File: config.mk
export PLATFORM = sky130hd
export DESIGN_NAME = seg_scan_ctrl_flat
export DESIGN_NICKNAME = d
export VERILOG_FILES = /design/src/rtl/seg_scan_ctrl_pkg.sv /design/src/rtl/seg_scan_ctrl_if.sv /design/src/rtl/seg_scan_ctrl_prescaler.sv /design/src/rtl/seg_scan_ctrl.sv /design/src/flat_wrapper.sv
export SDC_FILE = /design/constraint.sdc
export NUM_CORES = 1
export LEC_CHECK = 0
export CORE_MARGIN = 5
export CORE_UTILIZATION = 45
export CTS_BUF_LIST = sky130_fd_sc_hd__clkbuf_4 sky130_fd_sc_hd__clkbuf_8
export CTS_CLUSTER_DIAMETER = 150
export CTS_CLUSTER_SIZE = 12
export DETAILED_ROUTE_END_ITERATION = 12
export PLACE_DENSITY = 0.77
export SLEW_MARGIN = 20
export SYNTH_ARGS = -nofsm -noshare
export SYNTH_HDL_FRONTEND = slang
export SYNTH_SLANG_ARGS = --single-unit
File: constraint.sdc
create_clock -name clk -period 2 [get_ports clk]
set_input_delay 0.4 -clock clk [delete_from_list [all_inputs] [get_ports clk]]
set_output_delay 0.4 -clock clk [all_outputs]
set_load 0.01 [all_outputs]
File: src/rtl/seg_scan_ctrl_pkg.sv
// Shared types and helpers for the four-digit seven-segment scan controller.
package seg_pkg;

  localparam int NUM_DIGITS   = 4;
  localparam int BCD_W        = 4;
  localparam int SHOW_NUM_W   = 6;
  localparam int SHOW_DIGIT_W = 4;

  // One complete display image: four BCD nibbles plus one decimal point per digit.
  typedef struct packed {
    logic [NUM_DIGITS*BCD_W-1:0] bcd;
    logic [NUM_DIGITS-1:0]       dp;
  } disp_word_t;

  // Decoder code layout: {dp, reserved zero, bcd nibble}.
  function automatic logic [SHOW_NUM_W-1:0] pack_show_num(input logic dp,
                                                           input logic [BCD_W-1:0] bcd);
    return {dp, 1'b0, bcd};
  endfunction

endpackage

File: src/rtl/seg_scan_ctrl_if.sv
// Load handshake bundle: producer offers a display image, controller accepts it.
interface seg_scan_ctrl_if;
  logic        load_valid;
  logic        load_ready;
  logic [15:0] load_data;
  logic [3:0]  load_dp;

  modport master (
    output load_valid,
    output load_data,
    output load_dp,
    input  load_ready
  );

  modport slave (
    input  load_valid,
    input  load_data,
    input  load_dp,
    output load_ready
  );
endinterface

File: src/rtl/seg_scan_ctrl_prescaler.sv
// Free-running divider that marks the last cycle of each SCAN_DIV-cycle slot.
module scan_prescaler #(
  parameter int SCAN_DIV = 4096
) (
  input  logic clk,
  input  logic rst_n,
  output logic tc
);

  localparam int CNT_W = $clog2(SCAN_DIV);
  localparam logic [CNT_W-1:0] LAST = CNT_W'(SCAN_DIV - 1);

  logic [CNT_W-1:0] count;

  assign tc = (count == LAST);

  // Count 0..SCAN_DIV-1 and wrap on terminal count.
  always_ff @(posedge clk or negedge rst_n) begin
    if (!rst_n) begin
      count <= '0;
    end else if (tc) begin
      count <= '0;
    end else begin
      count <= count + CNT_W'(1);
    end
  end

endmodule

File: src/rtl/seg_scan_ctrl.sv
// Four-digit scan controller: double-buffered load, frame-aligned commit,
// and a registered digit/code output for the seven-segment decoder.
module seg_scan_ctrl
  import seg_pkg::*;
#(
  parameter int                    SCAN_DIV   = 4096,
  parameter logic [SHOW_NUM_W-1:0] BLANK_CODE = 6'd0
) (
  input  logic                    clk,
  input  logic                    rst_n,
  seg_scan_ctrl_if.slave          load,
  input  logic                    blank_en,
  output logic [SHOW_DIGIT_W-1:0] show_digit,
  output logic [SHOW_NUM_W-1:0]   show_num,
  output logic                    frame_done
);

  logic       tc;
  logic [1:0] idx;
  logic [1:0] idx_next;
  logic       frame_end;

  disp_word_t active;
  disp_word_t active_next;
  disp_word_t shadow;
  logic       pending;
  logic       accept;
  logic       commit;

  scan_prescaler #(
    .SCAN_DIV(SCAN_DIV)
  ) u_prescaler (
    .clk  (clk),
    .rst_n(rst_n),
    .tc   (tc)
  );

  assign idx_next  = tc ? idx + 2'd1 : idx;
  assign frame_end = tc && (idx == 2'd3);

  // The shadow slot is free whenever nothing is waiting for a frame boundary,
  // so accept and commit are mutually exclusive by construction.
  assign load.load_ready = !pending;
  assign accept          = load.load_valid && !pending;
  assign commit          = frame_end && pending;

  // Forward the committing image so the digit 0 slot shows it immediately.
  assign active_next = commit ? shadow : active;

  // Digit index advances once per slot.
  always_ff @(posedge clk or negedge rst_n) begin
    if (!rst_n) begin
      idx <= 2'd0;
    end else begin
      idx <= idx_next;
    end
  end

  // Shadow capture on accept, swap into the active image at frame end.
  always_ff @(posedge clk or negedge rst_n) begin
    if (!rst_n) begin
      shadow  <= '0;
      active  <= '0;
      pending <= 1'b0;
    end else begin
      if (accept) begin
        shadow  <= '{bcd: load.load_data, dp: load.load_dp};
        pending <= 1'b1;
      end
      if (commit) begin
        active  <= shadow;
        pending <= 1'b0;
      end
    end
  end

  // Registered decoder drive, aligned with the slot the index is entering.
  always_ff @(posedge clk or negedge rst_n) begin
    if (!rst_n) begin
      show_digit <= '0;
      show_num   <= BLANK_CODE;
      frame_done <= 1'b0;
    end else begin
      show_digit <= {2'b00, idx_next};
      show_num   <= blank_en ? BLANK_CODE
                             : pack_show_num(active_next.dp[idx_next],
                                             active_next.bcd[{idx_next, 2'b00} +: BCD_W]);
      frame_done <= frame_end;
    end
  end

endmodule

File: src/flat_wrapper.sv
// flat-port wrapper written by rule: the top's interface ports become plain ports
module seg_scan_ctrl_flat import seg_pkg::*;
#(
  parameter int                    SCAN_DIV   = 4096,
  parameter logic [SHOW_NUM_W-1:0] BLANK_CODE = 6'd0
)
  (clk, rst_n, blank_en, show_digit, show_num, frame_done, load_load_valid, load_load_data, load_load_dp, load_load_ready);
  seg_scan_ctrl_if load_i ();
  input  logic clk;
  input  logic rst_n;
  input  logic blank_en;
  output logic [SHOW_DIGIT_W-1:0] show_digit;
  output logic [SHOW_NUM_W-1:0] show_num;
  output logic frame_done;
  input wire logic [$bits(load_i.load_valid)-1:0] load_load_valid;
  input wire logic [$bits(load_i.load_data)-1:0] load_load_data;
  input wire logic [$bits(load_i.load_dp)-1:0] load_load_dp;
  output wire logic [$bits(load_i.load_ready)-1:0] load_load_ready;
  assign load_i.load_valid = load_load_valid;
  assign load_i.load_data = load_load_data;
  assign load_i.load_dp = load_load_dp;
  assign load_load_ready = load_i.load_ready;
  seg_scan_ctrl #(.SCAN_DIV(SCAN_DIV), .BLANK_CODE(BLANK_CODE)) u_core (.clk(clk), .rst_n(rst_n), .load(load_i), .blank_en(blank_en), .show_digit(show_digit), .show_num(show_num), .frame_done(frame_done));
endmodule
==> results of run 1 <==
## cells by family (layout without fill, tap and decap cells)
kind of cell | after synthesis | count (layout) | share of synthesized area
buf+inv | 22 | 78 | 0.04690
mux | 58 | 58 | 0.2533
simple gates | 69 | 69 | 0.1260
flops | 61 | 61 | 0.4976
compound gates | 18 | 18 | 0.03834
fa+ha+maj | 2 | 2 | 0.008155
other cells | 1 | 3 | 0.001222
xor+xnor | 10 | 10 | 0.02855
## cells in the mapped netlist (2+ instances only)
cell type / count / area (sq um)
nand3_1: 9 / 45.04
buf_4: 5 / 37.54
nor3b_1: 4 / 30.03
buf_12: 2 / 40.04
o31ai_1: 5 / 37.54
xnor2_1: 7 / 61.31
mux2_4: 19 / 285.3
xor2_1: 3 / 26.28
inv_1: 6 / 22.52
nand2_1: 9 / 33.78
mux2i_1: 6 / 60.06
clkbuf_1: 6 / 22.52
and2_1: 4 / 25.02
o21ai_0: 7 / 35.03
buf_2: 2 / 10.01
nor2_1: 15 / 56.30
dfrtp_1: 61 / 1526
mux2_2: 28 / 315.3
nand3b_1: 2 / 15.01
and3_1: 4 / 25.02
mux4_2: 4 / 90.09
a21oi_1: 2 / 10.01
nor3_1: 9 / 45.04
ha_1: 2 / 25.02
nand4_1: 6 / 37.54
## metrics by stage
stage / cells / total power [W]
final: 379 / 0.002580
after global routing: 379 / 0.002680
after CTS: 378 / 0.002609
after detailed placement: 362 / 0.001470
after global placement: 362 / 0.001465
after floorplan: 243 / 0.001381
## flip-flops by register name, summed over array words and instances, names as in the netlist
name	flops
u_core.frame_done	1
u_core.u_prescaler.count	12
u_core.active	20
u_core.pending	1
u_core.show_num	5
u_core.shadow	20
u_core.show_digit	2
## routing by layer
metal	up-vias	GRT usage	part of all wire
li1	967	-	-
met1	984	0.1939	0.44
met2	48	0.2423	0.49
met3	7	0.05849	0.058
met4	0	0.05322	0.015
met5	-	0	0
## power groups by stage
stage	registers, W	clock network [W]	logic, W
5_1_grt	0.00133	0.00121	0.000140
3_5_place_dp	0.00134	0	0.000127
3_3_place_gp	0.00134	0	0.000124
6_report	0.00132	0.00113	0.000124
2_1_floorplan	0.00133	0	0.0000521
4_1_cts	0.00132	0.00116	0.000128
## worst reg2reg max path, cell delays in order, from the launching register on
cell,delay [ns]
dfrtp_1,0.40
ha_1,0.26
nand2_4,0.15
mux2_2,0.35
mux4_2,0.46
inv_1,0.08
o21ai_0,0.10
## layout make-up
type / instances / area, sq um / share of cell area
multi-input cells: 160 / 1431 / 0.3732
flip-flops and latches: 61 / 1526 / 0.3980
inverters: 6 / 22.52 / 0.005873
well taps: 80 / 100.1 / 0.02610
repair buffers: 56 / 544.3 / 0.1419
clock buffers: 12 / 165.2 / 0.04307
clock inverters: 4 / 45.04 / 0.01175
## what timing repair did
item / CTS / global route
pin swaps: 0 / 2
gates resized for setup: 3 / 4
hold buffers: 0 / 0
setup buffers: 0 / 1
endpoints found under the hold margin: 0 / 0
endpoints found under the setup margin: 9 / 13
## final timing paths
check                                                    end
worst min register to register  u_core.u_prescaler.count[10]
max in group asynchronous                  u_core.shadow[17]
worst max-delay path                           show_digit[0]
min in group clk                u_core.u_prescaler.count[10]
worst max register to register            u_core.show_num[0]
worst min-delay path                       u_core.shadow[19]
==> flow_summary_export.csv, run 1 <==
group,metric,value,unit
status,status,"finished, final reports clean",
worst_setup_path,critPathTopFamily,"buffers and inverters",
worst_setup_path,cp-end-kind,"output port",
pwr,power.switching,0.0005483,W
finish,final_cell_mix,"dfrtp_1 (61), clkdlybuf4s50_1 (31), mux2_2 (28)",
global_route,antenna_found_initial,0,
sta,layout_min_cycle_time,1.963,ns
logic_synthesis,synthCells,241,
clock_tree,ctsRootBufferMaster,"clkbuf_8",
sta,worst_clock_skew,0.004328,ns
clock_tree,clk_pin_slew,0.06,ns
worst_setup_path,crit_type,"reg2out",
die,die_x,92.57,um
worst_setup_path,cp.depth,2,
sta,setup_viol,0,
die,ios,36,
logic_synthesis,dominantRegCellSynth,"dfrtp_1",
sta,finalHoldWorstSlack,0.05172,ns
global_route,grt_pass1_wl,10090,um
die,placeableCoreArea,6719,sq um
sta,tns,0,ns
clock_tree,clk_latency,0.34,ns
finish,final_common_cell,"dfrtp_1",
pwr,power_leakage,1.754,nW
clock_tree,cts_tree,"built",
logic_synthesis,syn_area,3068,sq um
finish,drive_above_1_share,0.3411,
clock_tree,cts.htree.levels,3,
worst_setup_path,critPathRequiredTime,1.60,ns
placed_design,place_congestion,0.7642,
detailed_routing,ant_nets,0,
placed_design,post-dp-hpwl,4132,um
worst_setup_path,crit_path_start_kind,"register",
die,die-area,8569,sq um
clock_tree,clk_path_buf_depth,2,
placed_design,io_buffers,32,
worst_setup_path,startpoint,"u_core.show_digit[0]",
finish,final_core_util,0.5708,
logic_synthesis,synth_cell_types,39,
global_route,grt_pass1_vias,2026,
sta,slew_violations,0,
pwr,p_seq_frac,0.512,
pwr,combPwrFrac,0.048,
worst_setup_path,regToRegSetupSlack,0.07,ns
sta,fmax,509.5,MHz
die,chipHeight,92.57,um
detailed_routing,vias,2006,
worst_setup_path,worstRegToRegCells,6,
placed_design,pre_cts_ws,-0.01832,ns
finish,antenna_cells,0,
logic_synthesis,syn-mean-instance-area,12.73,sq um
logic_synthesis,synth_edf_count,0,
finish,fillers,555,
clock_tree,cts_made_buffers,9,
logic_synthesis,synth-seq-area-share,0.4976,
pwr,vdd_drop_max,0.0005043,V
sta,fin_crit_sh,0.9813,
detailed_routing,vias_per_cell,5.293,
worst_setup_path,worstReg2RegStart,"u_core.show_digit[0]",
worst_setup_path,worst-path-buf-inv,2,
detailed_routing,routed_wl,5933,um
detailed_routing,drc_errors,0,
worst_setup_path,cpMaxStageDelayCell,"clkdlybuf4s50_1",
worst_setup_path,path_cells,"buf_8, clkdlybuf4s50_1",
placed_design,place_area,3587,sq um
logic_synthesis,synthArstFlopShare,1.000,
worst_setup_path,arrival,1.56,ns
clock_tree,cts_num_sinks,61,
pwr,p_int,0.002031,W
die,start_util,0.4566,
pwr,powerDensity,672.7,nW/um^2
worst_setup_path,critPathMaxStageDelay,0.60,ns
pwr,pwr-share-clk,0.440,
sta,final.setup.worst_slack,0.03747,ns
global_route,grt_max_degree,62,
finish,finalNetCount,320,
global_route,grtUsageTotal,0.1539,
sta,finalHoldViolations,0,
detailed_routing,drt_iter0_markers,74,
die,rows,30,
pwr,swShare,0.2125,
global_route,grt_overflow,0,
logic_synthesis,ys_warn_count,0,
logic_synthesis,ys_seq_elements,61,
detailed_routing,first_pass_iters,4,
finish,area_growth,25.00,%
job,max_cap_violations,0,
sta,rsz0062_at_grt,"true",
finish,final_cell_area,3835,sq um
detailed_routing,wire_per_inst,15.65,um
worst_hold_path,worstHoldPathType,"in2async",
worst_setup_path,worstPathMaxFanout,33,
Note: power is estimated with default switching activity, not from simulation.
==> run 2: changes to the inputs <==
CTS_BUF_LIST = not set   (was sky130_fd_sc_hd__clkbuf_4 sky130_fd_sc_hd__clkbuf_8)
==> results of run 2 <==
The final DEF is identical to that of run 1; final timing and power are the same.
